File: src/rtl/freq_tick_scheduler.sv
// freq_tick_scheduler: programmable Tick/Phase period generator shared by two round-robin requesters.
// A granted limit waits in PEND and is applied only at a wrap, so no period is ever truncated.
module freq_tick_scheduler #(
   parameter int MasterFrequency  = 100000000,
   parameter int DefaultFrequency = 100,
   parameter int bitsNumber       = 20
) (
   input  logic                  InputCLK,
   input  logic                  Reset,
   input  logic                  Req0,
   input  logic [bitsNumber-1:0] Limit0,
   output logic                  Ack0,
   input  logic                  Req1,
   input  logic [bitsNumber-1:0] Limit1,
   output logic                  Ack1,
   output logic                  Tick,
   output logic                  Phase,
   output logic [bitsNumber-1:0] ActiveLimit,
   output logic                  Owner,
   output logic                  Busy
);
   localparam logic [bitsNumber-1:0] DefaultLimit = bitsNumber'(MasterFrequency / DefaultFrequency);
   typedef enum logic [1:0] {IDLE, PEND, ACK} stateT;
   stateT state;
   logic [bitsNumber-1:0] counter, pendLimit, grantLimit, clampedLimit;
   logic pendOwner, lastGrant, grantSel, wrap;
   always_comb begin
      wrap = counter == ActiveLimit - bitsNumber'(1);
      grantSel = (Req0 & Req1) ? ~lastGrant : Req1;
      grantLimit = grantSel ? Limit1 : Limit0;
      clampedLimit = grantLimit < bitsNumber'(2) ? bitsNumber'(2) : grantLimit;
      Tick = wrap;
      Phase = counter >= (ActiveLimit >> 1);
      Busy = state != IDLE;
   end
   always_ff @(posedge InputCLK) begin
      if (Reset) begin
         counter <= '0;
         ActiveLimit <= DefaultLimit;
         state <= IDLE;
         Ack0 <= 1'b0;
         Ack1 <= 1'b0;
         Owner <= 1'b0;
         lastGrant <= 1'b1;
         pendLimit <= DefaultLimit;
         pendOwner <= 1'b0;
      end else begin
         Ack0 <= 1'b0;
         Ack1 <= 1'b0;
         counter <= wrap ? '0 : counter + bitsNumber'(1);
         case (state)
            IDLE: if (Req0 | Req1) begin
               pendLimit <= clampedLimit;
               pendOwner <= grantSel;
               state <= PEND;
            end
            PEND: if (wrap) begin
               ActiveLimit <= pendLimit;
               Ack0 <= ~pendOwner;
               Ack1 <= pendOwner;
               Owner <= pendOwner;
               lastGrant <= pendOwner;
               state <= ACK;
            end
            default: state <= IDLE;
         endcase
      end
   end
endmodule

File: config.mk
export PLATFORM = sky130hd
export DESIGN_NAME = freq_tick_scheduler
export DESIGN_NICKNAME = d
export VERILOG_FILES = /design/src/rtl/freq_tick_scheduler.sv
export SDC_FILE = /design/constraint.sdc
export NUM_CORES = 1
export LEC_CHECK = 0
export CORE_MARGIN = 5
export CORE_UTILIZATION = 40
export DETAILED_ROUTE_END_ITERATION = 16
export GPL_ROUTABILITY_DRIVEN = 0
export PLACE_DENSITY = 0.6
export SLEW_MARGIN = 20
export SYNTH_ARGS = -nofsm -noshare
export SYNTH_HDL_FRONTEND = slang
export SYNTH_SLANG_ARGS = --single-unit
File: constraint.sdc
create_clock -name InputCLK -period 6.7 [get_ports InputCLK]
set_input_delay 0.67 -clock InputCLK [delete_from_list [all_inputs] [get_ports InputCLK]]
set_output_delay 0.67 -clock InputCLK [all_outputs]
set_load 0.1 [all_outputs]
==> flow_metrics.env, run 1 <==
export IMPL_ir_drop_uv=94.1
export IMPL_r2r_slack_ps=3560
export IMPL_critPathSlowestCell="clkdlybuf4s50_1"
export IMPL_vias_per_cell=5.21
export IMPL_antenna_left=0
export IMPL_diodes=0
export IMPL_final_cells=668
export IMPL_max_stage_delay_ps=1150
export IMPL_fmax_mhz=216
export IMPL_synth_flop_cell="dfxtp_1"
export IMPL_io_buffers=69
export IMPL_cts_buffer_depth=2
export IMPL_die_x_um=110
export IMPL_drtIter0Drc=86
export IMPL_yosys_area_share_simple_pct=23.6
export IMPL_ys_warnings_count=0
export IMPL_core_um2=9820
export IMPL_start_util_pct=41.1
export IMPL_grt_max_degree=38
export IMPL_grt_antenna_before_repair=0
export IMPL_synth_xor_area_share_pct=9.34
export IMPL_netlist_instances=470
export IMPL_syn_to_final_growth_pct=25.5
export IMPL_min_path_cells=2
export IMPL_seq_area_frac_synth_pct=33.3
export IMPL_routed_wl_mm=9.51
export IMPL_status="completed"
export IMPL_finalMaxSlewViolations=0
export IMPL_r2r_end="ActiveLimit[3]"
export IMPL_end_kind="primary output"
export IMPL_worst_path_buf_inv=2
export IMPL_pwr_share_clk_pct=44.4
export IMPL_async_flop_share_pct=0
export IMPL_synth_cell_types=58
export IMPL_cts_buffers=9
export IMPL_drcViolationCount=0
export IMPL_grt_overflow=0
export IMPL_rr_startpoint="ActiveLimit[0]"
export IMPL_path_delay_family="buffers and inverters"
export IMPL_hold_path_class="reg -> reg"
export IMPL_critPathLaunchType="register"
export IMPL_maxSlewHeadroom_pct=32.3
export IMPL_seqPwrFrac_pct=45.3
export IMPL_clock_sinks=67
export IMPL_cts_root_buffer="clkbuf_8"
export IMPL_synthAdderAreaFrac_pct=6.52
export IMPL_worstSetupEndpoint="Tick"
export IMPL_path_cells="inv_1 -> ha_1 -> or3b_2 -> nor4_1 -> o22ai_1 -> a2111oi_2 -> and4bb_1 -> nand2_1 -> nor2_1 -> clkdlybuf4s50_1"
export IMPL_power_leakage_nw=1.88
export IMPL_cp_max_fo=6
export IMPL_synth_top_family_by_area="simple AND/OR/NAND/NOR gates"
export IMPL_dp_cells=653
export IMPL_avgRoutedWirePerCell_um=14.2
export IMPL_htreeDepth=3
export IMPL_swShare_pct=24.2
export IMPL_hold_viol=0
export IMPL_p_sw_mw=0.226
export IMPL_cap_violations=0
export IMPL_tns_ps=0
export IMPL_grt_pass1_wl_mm=16.6
export IMPL_crit_path_start="ActiveLimit[0]"
export IMPL_reg2reg_depth=10
export IMPL_ys_seq_elements=67
export IMPL_ctsResizeCount=0
export IMPL_synth_edf_count=0
export IMPL_cts_hold_buf=0
export IMPL_setup_viol=0
export IMPL_power_internal_mw=0.707
export IMPL_cts_tree="yes"
export IMPL_period_minus_slack_ps=4630
export IMPL_synth_fp_nets=535
export IMPL_fin_crit_sh_pct=69.1
export IMPL_clkTransAtPathRegs_ps=80
export IMPL_path_depth=10
export IMPL_num_vias=3477
export IMPL_synth_mux_area_share_pct=10.5
export IMPL_clk_latency_ps=350
export IMPL_avgSynthCellArea_um2=8.58
export IMPL_cp_required_ps=6030
export IMPL_worstPathArrival_ps=3960
export IMPL_first_global_vias=3495
export IMPL_synth_compound_area_share_pct=11.5
export IMPL_powerDensity_nw_per_um2=184
export IMPL_finalPower_mw=0.933
export IMPL_fin_util_pct=51.5
export IMPL_combinationalPowerShare_pct=10.3
export IMPL_drive_gt1_share_pct=8.04
export IMPL_worst_slew_pin_slew_ps=1010
export IMPL_row_count=36
export IMPL_io_pins=70
export IMPL_final_nets=596
export IMPL_syn_area_um2=4030
export IMPL_rsz0062_at_grt="no"
export IMPL_die_area_um2=12200
export IMPL_gr_usage_all_layers_pct=17.2
export IMPL_die_h_um=110
export IMPL_dp_hpwl_mm=7.37
export IMPL_cts_setup_buffers=0
export IMPL_fin_skew_ps=9.69
export IMPL_drt_pass1_iterations=4
export IMPL_critPathKind="reg -> out"
-- worst min path at each step --
stage,start,end,slack [ps]
after floorplan,pendLimit[0],pendLimit[0],430
after global placement,Owner,Owner,450
after detailed placement,Owner,Owner,450
after CTS,Owner,Owner,460
after global routing,Owner,Owner,480
final,pendLimit[13],ActiveLimit[13],460
-- through the flow --
stage	hold WS, ps	cell area, um^2	setup WS [ps]
after floorplan	432	4030	1010
after global placement	447	4820	2480
after detailed placement	450	4820	2410
after CTS	465	5060	2010
after global routing	478	5060	1680
final	457	5060	2070
-- area by class of cell --
type | instances | area, um^2
well taps | 133 | 166
clock buffers | 9 | 124
clock inverters | 6 | 115
repair buffers | 74 | 728
flip-flops and latches | 67 | 1340
inverters | 25 | 93.8
fillers | 972 | 4760
multi-input cells | 354 | 2490
-- state kept, by name, summed over array words and instances, names as in the netlist --
name and cells:
Ack0 1, Owner 1, Ack1 1, ActiveLimit 20
pendLimit 20, lastGrant 1, pendOwner 1, counter 20
state 2
-- worst reg2reg max path: stages, from the launching register on --
cell,delay (ps)
dfxtp_1,380
inv_1,90
ha_1,270
or3b_2,520
nor4_1,240
o22ai_1,150
a2111oi_2,380
nand3_1,230
nor4_4,180
buf_4,380
mux2i_1,250
-- cell usage in the layout (no fill, tap or decap), types with 2 or more instances in the layout --
master           instances
a2111oi_0                2
a2111oi_2                2
a211oi_1                13
a21o_1                   7
a21oi_1                  9
a31oi_1                  2
and3_1                   4
and4_2                   2
buf_4                    5
bufinv_16                3
clkbuf_8                 9
clkdlybuf4s50_1         69
clkinv_4                 2
dfxtp_1                 67
ha_1                    21
inv_1                   24
mux2i_1                 41
nand2_1                 47
nand2b_1                 2
nand3_1                 14
nand4_1                  8
nand4b_1                 2
nor2_1                  62
nor3_1                   8
nor3b_1                  3
nor4_1                  10
nor4_2                   2
nor4_4                   2
o211ai_1                10
o21ai_0                  6
o22ai_1                  4
or3_1                    2
or4_1                    2
xnor2_1                 22
xor2_1                  21
-- synth_stat cells (3+ instances only) --
master | n | area share (%)
nand2_1 | 47 | 4.4
ha_1 | 21 | 6.5
dfxtp_1 | 67 | 33
a21oi_1 | 9 | 1.1
o22ai_1 | 4 | 0.62
nor4_1 | 10 | 1.6
xnor2_1 | 22 | 4.8
buf_2 | 4 | 0.50
o211ai_1 | 10 | 1.9
and3_1 | 4 | 0.62
nor3b_1 | 3 | 0.56
buf_6 | 3 | 0.84
clkbuf_1 | 16 | 1.5
a211oi_1 | 13 | 2.4
nor2_1 | 62 | 5.8
nand3_1 | 14 | 1.7
inv_1 | 24 | 2.2
nand4_1 | 8 | 1.2
xor2_1 | 21 | 4.6
nor3_1 | 8 | 0.99
a21o_1 | 7 | 1.3
mux2i_1 | 41 | 10
o21ai_0 | 6 | 0.74
-- layer usage --
metal  vias to the layer above  share of wire, %  global-route usage [%]
met4                         0               1.9                    6.07
met1                      1579                49                    23.3
li1                       1794                 -                       -
met5                         -                 0                       0
met3                        15               4.7                    4.31
met2                        89                45                    26.6
-- kinds of logic (layout without fill, tap and decap cells) --
kind of cell	after synthesis	in the layout
AOI/OAI and AO/OA	65	65
DFF	67	67
buffers and inverters	49	114
and+or+nand+nor	183	183
xor gates and xnor gates	43	43
adders and majority gates	21	21
muxes	42	42
-- power by group through the flow --
stage / registers [mW] / logic (mW) / clock network, mW
3_3_place_gp: 0.432 / 0.0956 / 0
3_5_place_dp: 0.432 / 0.0965 / 0
5_1_grt: 0.424 / 0.107 / 0.439
4_1_cts: 0.423 / 0.0966 / 0.422
2_1_floorplan: 0.429 / 0.0565 / 0
6_report: 0.423 / 0.0958 / 0.415
Note: power is estimated with default switching activity, not from simulation.
==> run 2, diff against run 1 <==
--- a/config.mk
+++ b/config.mk
@@ -9,7 +9,7 @@
 export CORE_UTILIZATION = 40
 export DETAILED_ROUTE_END_ITERATION = 16
 export GPL_ROUTABILITY_DRIVEN = 0
-export PLACE_DENSITY = 0.6
+export PLACE_DENSITY = 0.63
 export SLEW_MARGIN = 20
 export SYNTH_ARGS = -nofsm -noshare
 export SYNTH_HDL_FRONTEND = slang
==> constraint.sdc (replaced) <==
create_clock -name InputCLK -period 3.8 [get_ports InputCLK]
set_input_delay 0.38 -clock InputCLK [delete_from_list [all_inputs] [get_ports InputCLK]]
set_output_delay 0.38 -clock InputCLK [all_outputs]
set_load 0.1 [all_outputs]
==> run 2 against run 1 <==
  * Hold slack better by 8.2 ps
  * Via count up 0.23%
  * Sequential share of layout area up 0.23 points
  * Sequential power up 76%
  * Clock power up 30%
  * Global-route usage down 0.23 points
==> flow_metrics.env, run 2 (synthesized netlist as in run 1, its figures left out) <==
export IMPL_maxSlewHeadroom_pct=33.6
export IMPL_fin_skew_ps=6.78
export IMPL_cts_buffer_depth=2
export IMPL_row_count=36
export IMPL_multi_input_comb_area_um2=2500
export IMPL_rsz0062_at_grt="no"
export IMPL_cap_violations=0
export IMPL_cp_max_fo=6
export IMPL_worstPathArrival_ps=3050
export IMPL_cts_tree="yes"
export IMPL_cp_required_ps=3420
export IMPL_num_vias=3485
export IMPL_drive_gt1_share_pct=8.96
export IMPL_clkTransAtPathRegs_ps=70
export IMPL_rr_startpoint="ActiveLimit[1]"
export IMPL_max_stage_delay_ps=520
export IMPL_reg2reg_depth=10
export IMPL_avgRoutedWirePerCell_um=14.3
export IMPL_fin_crit_sh_pct=90.4
export IMPL_final_cells=669
export IMPL_cts_buffers=9
export IMPL_die_h_um=110
export IMPL_hold_path_class="reg -> reg"
export IMPL_r2r_end="ActiveLimit[12]"
export IMPL_worstSetupEndpoint="Tick"
export IMPL_finalPower_mw=1.45
export IMPL_clock_sinks=67
export IMPL_clk_latency_ps=350
export IMPL_start_util_pct=41.1
export IMPL_fmax_mhz=291
export IMPL_syn_to_final_growth_pct=24.4
export IMPL_grt_pass1_wl_mm=16.3
export IMPL_cts_hold_buf=0
export IMPL_drtIter0Drc=143
export IMPL_cts_setup_buffers=0
export IMPL_hold_viol=0
export IMPL_fillers=951
export IMPL_io_pins=70
export IMPL_drcViolationCount=0
export IMPL_powerDensity_nw_per_um2=290
export IMPL_grt_max_degree=38
export IMPL_die_area_um2=12200
export IMPL_cts_root_buffer="clkbuf_8"
export IMPL_crit_path_start="ActiveLimit[1]"
export IMPL_seq_area_um2=1340
export IMPL_worst_slew_pin_slew_ps=993
export IMPL_grt_antenna_before_repair=0
export IMPL_period_minus_slack_ps=3430
export IMPL_io_buffers=69
export IMPL_grt_overflow=0
export IMPL_ir_drop_uv=179
export IMPL_ctsResizeCount=0
export IMPL_htreeDepth=3
export IMPL_die_x_um=110
export IMPL_final_nets=596
export IMPL_end_kind="primary output"
export IMPL_gr_usage_all_layers_pct=16.9
export IMPL_power_leakage_nw=1.87
export IMPL_antenna_left=0
export IMPL_final_cell_mix="67 x dfxtp_1, 67 x clkdlybuf4s50_1, 61 x nor2_1"
export IMPL_path_cells="inv_1 -> ha_1 -> or3b_2 -> nor4_1 -> o22ai_1 -> a2111oi_2 -> and4bb_1 -> nand2_1 -> nor2_2 -> buf_12"
export IMPL_critPathSlowestCell="or3b_2"
export IMPL_critPathLaunchType="register"
export IMPL_finalMaxSlewViolations=0
export IMPL_top_regs="ActiveLimit x20, counter x20, pendLimit x20"
export IMPL_routed_wl_mm=9.54
export IMPL_tns_ps=0
export IMPL_r2r_slack_ps=650
export IMPL_vias_per_cell=5.21
export IMPL_dp_hpwl_mm=7.36
export IMPL_status="completed"
export IMPL_setup_viol=0
export IMPL_diodes=0
export IMPL_drt_pass1_iterations=5
export IMPL_dp_cells=653
export IMPL_first_global_vias=3532
export IMPL_core_um2=9820
export IMPL_critPathKind="reg -> out"
export IMPL_fin_util_pct=51.1
run 2: cell types whose count changed in the layout (fill, tap and decap cells not counted), sizes merged:
cell / previous run / this run
clkinv: 2 / 4
clkdlybuf4s50: 69 / 67
bufinv: 3 / 0
clkbuf: 9 / 10
buf: 5 / 7
inv: 25 / 26
run 2: where the power goes:
| group | internal, mW | switching [mW] | total [mW] | leakage [nW] |
|---|---|---|---|---|
| clock network | 0.254 | 0.285 | 0.539 | 0.0924 |
| registers | 0.728 | 0.0172 | 0.745 | 0.546 |
| logic | 0.0854 | 0.0842 | 0.170 | 1.23 |
run 2: through the flow:
step | worst slack, ps | instance area (um^2) | hold WS (ps)
3_3_place_gp | 799 | 4830 | 445
4_1_cts | 343 | 5010 | 467
5_1_grt | 189 | 5020 | 494
2_1_floorplan | -269 | 4040 | 432
6_report | 365 | 5020 | 465
3_5_place_dp | 690 | 4830 | 454
run 2: worst min-delay path by stage:
stage                  start  cells after the start  slack, ps               to
6_report        pendLimit[8]                      2        460   ActiveLimit[8]
5_1_grt         pendLimit[0]                      2        490     pendLimit[0]
4_1_cts                Owner                      2        470            Owner
3_5_place_dp   pendLimit[15]                      2        450  ActiveLimit[15]
3_3_place_gp           Owner                      2        450            Owner
2_1_floorplan   pendLimit[0]                      2        430     pendLimit[0]
run 2: metal layers:
metal | track usage (%) | vias up | wire length (um)
met5 | 0 | - | 0
met2 | 26.5 | 97 | 4220
met3 | 3.67 | 19 | 507
met4 | 7.56 | 0 | 233
li1 | - | 1792 | -
met1 | 22.4 | 1577 | 4580
run 2: worst max-delay path, delay by kind of cell (launching register included):
kind / cells / cell delay, ps
buf+inv: 2 / 280
compound gates: 2 / 530
flops: 1 / 390
fa+ha+maj: 1 / 260
simple gates: 5 / 1250
run 2: area by class of cell:
class	count	area share [%]
multi-input cells	354	49.9
flip-flops and latches	67	26.7
repair buffers	74	14.7
well taps	133	3.32
clock buffers	10	2.74
inverters	25	1.87
clock inverters	6	0.798
==> run 3, diff against run 2 <==
--- a/config.mk
+++ b/config.mk
@@ -6,11 +6,12 @@
 export NUM_CORES = 1
 export LEC_CHECK = 0
 export CORE_MARGIN = 5
-export CORE_UTILIZATION = 40
+export CORE_UTILIZATION = 48
 export DETAILED_ROUTE_END_ITERATION = 16
 export GPL_ROUTABILITY_DRIVEN = 0
-export PLACE_DENSITY = 0.63
+export PLACE_DENSITY = 0.73
 export SLEW_MARGIN = 20
 export SYNTH_ARGS = -nofsm -noshare
 export SYNTH_HDL_FRONTEND = slang
 export SYNTH_SLANG_ARGS = --single-unit
+export TNS_END_PERCENT = 30
==> run 3 against run 2 <==
  * Critical path depth unchanged
  * Combinational power hardly changed
  * Hold slack got worse by 5.4 ps
  * Sequential share of layout area barely moved
  * Sequential cell count is the same
  * Maximum frequency up 0.27%
  * Global-route usage is 2.4 points higher
  * Die area is 15% lower
  * Critical path type unchanged
  * Largest power group unchanged
==> flow_metrics.env, run 3 (synthesized netlist as in run 1, its figures left out) <==
export IMPL_avgRoutedWirePerCell_um=14.7
export IMPL_power_internal_mw=1.14
export IMPL_cp_max_fo=6
export IMPL_cts_buffers=9
export IMPL_antenna_left=0
export IMPL_worstSetupEndpoint="Tick"
export IMPL_cts_setup_buffers=0
export IMPL_final_cell_mix="67 x dfxtp_1, 67 x clkdlybuf4s50_1, 61 x nor2_1"
export IMPL_die_h_um=102
export IMPL_critPathKind="reg -> out"
export IMPL_critPathSlowestCell="or3b_2"
export IMPL_num_vias=3513
export IMPL_r2r_slack_ps=620
export IMPL_io_pins=70
export IMPL_status="completed"
export IMPL_syn_to_final_growth_pct=24.5
export IMPL_worstPathArrival_ps=3050
export IMPL_top_regs="ActiveLimit x20, counter x20, pendLimit x20"
export IMPL_stdcell_area_um2=5020
export IMPL_gr_usage_all_layers_pct=19.3
export IMPL_max_stage_delay_ps=510
export IMPL_swShare_pct=25.8
export IMPL_first_global_vias=3498
export IMPL_critPathLaunchType="register"
export IMPL_start_util_pct=49.1
export IMPL_final_nets=597
export IMPL_io_buffers=69
export IMPL_pwr_share_clk_pct=40.5
export IMPL_setup_slack_ps=374
export IMPL_power_leakage_nw=1.89
export IMPL_drive_gt1_share_pct=9.12
export IMPL_rr_startpoint="ActiveLimit[0]"
export IMPL_die_x_um=102
export IMPL_clk_latency_ps=350
export IMPL_clock_sinks=67
export IMPL_row_count=33
export IMPL_placed_area_um2=4810
export IMPL_grt_antenna_before_repair=0
export IMPL_drtIter0Drc=99
export IMPL_htreeDepth=3
export IMPL_drt_pass1_iterations=5
export IMPL_ctsResizeCount=0
export IMPL_rsz0062_at_grt="no"
export IMPL_finalPower_mw=1.54
export IMPL_powerDensity_nw_per_um2=306
export IMPL_dp_cells=626
export IMPL_hold_viol=0
export IMPL_cts_hold_buf=0
export IMPL_combinationalPowerShare_pct=11.1
export IMPL_fillers=696
export IMPL_cap_violations=0
export IMPL_path_cells="inv_1 -> ha_1 -> or3b_2 -> nor4_1 -> o22ai_1 -> a2111oi_2 -> and4bb_1 -> nand2_1 -> nor2_2 -> buf_12"
export IMPL_cts_root_buffer="clkbuf_8"
export IMPL_vias_per_cell=5.47
export IMPL_p_sw_mw=0.397
export IMPL_dp_hpwl_mm=7.29
export IMPL_grt_overflow=0
export IMPL_final_cells=642
export IMPL_die_area_um2=10300
export IMPL_routed_wl_mm=9.44
export IMPL_hold_path_class="reg -> reg"
export IMPL_seqPwrFrac_pct=48.5
export IMPL_setup_viol=0
export IMPL_cp_required_ps=3420
export IMPL_period_minus_slack_ps=3430
export IMPL_ir_drop_uv=160
export IMPL_cts_buffer_depth=2
export IMPL_reg2reg_depth=10
export IMPL_fin_util_pct=61.1
export IMPL_dp_slack_ps=619
export IMPL_fmax_mhz=292
export IMPL_end_kind="primary output"
export IMPL_finalMaxSlewViolations=0
export IMPL_fin_skew_ps=10.9
export IMPL_hold_slack_ps=459
export IMPL_core_um2=8220
export IMPL_worst_slew_pin_slew_ps=986
export IMPL_maxSlewHeadroom_pct=34.1
export IMPL_grt_max_degree=38
export IMPL_fin_crit_sh_pct=90.1
export IMPL_diodes=0
export IMPL_crit_path_start="ActiveLimit[0]"
export IMPL_tns_ps=0
export IMPL_drcViolationCount=0
export IMPL_r2r_end="ActiveLimit[6]"
export IMPL_cts_tree="yes"
export IMPL_grt_pass1_wl_mm=16.3
export IMPL_clkTransAtPathRegs_ps=80
[run 3: final cells by class]
| type | count | area (um^2) | area share, % |
|---|---|---|---|
| Tap cell | 105 | 131 | 2.62 |
| Clock inverter | 6 | 71.3 | 1.42 |
| Inverter | 25 | 93.8 | 1.87 |
| Multi-Input combinational cell | 354 | 2500 | 49.8 |
| Timing Repair Buffer | 75 | 743 | 14.8 |
| Sequential cell | 67 | 1340 | 26.7 |
| Clock buffer | 10 | 138 | 2.74 |
[run 3: worst min path at each step]
stage	from	to	slack, ps	depth (start not counted)
after detailed placement	pendLimit[4]	ActiveLimit[4]	460	2
after global routing	pendLimit[12]	ActiveLimit[12]	480	2
final	pendLimit[12]	ActiveLimit[12]	460	2
after global placement	Owner	Owner	450	2
after floorplan	pendLimit[0]	pendLimit[0]	430	2
after CTS	pendLimit[12]	ActiveLimit[12]	470	2
[run 3: metal layers]
metal	global-route usage [%]	part of all wire [%]	routed length (um)
met1	24.7	45	4260
met2	32.1	47	4480
met3	4.82	6.1	576
met5	0	0	0
met4	5.62	1.3	124
[run 3: worst max-delay path, delay by kind of cell, from the launching register on]
kind / cells / cell delay (ps)
and+or+nand+nor: 5 / 1260
AOI/OAI and AO/OA: 2 / 510
DFF: 1 / 390
buffers and inverters: 2 / 280
adders and majority gates: 1 / 250
[run 3: power by group through the flow]
stage	registers, mW	clock network, mW	logic (mW)
2_1_floorplan	0.756	0	0.0997
3_3_place_gp	0.760	0	0.167
3_5_place_dp	0.761	0	0.170
4_1_cts	0.745	0.637	0.171
5_1_grt	0.749	0.663	0.189
6_report	0.745	0.622	0.170
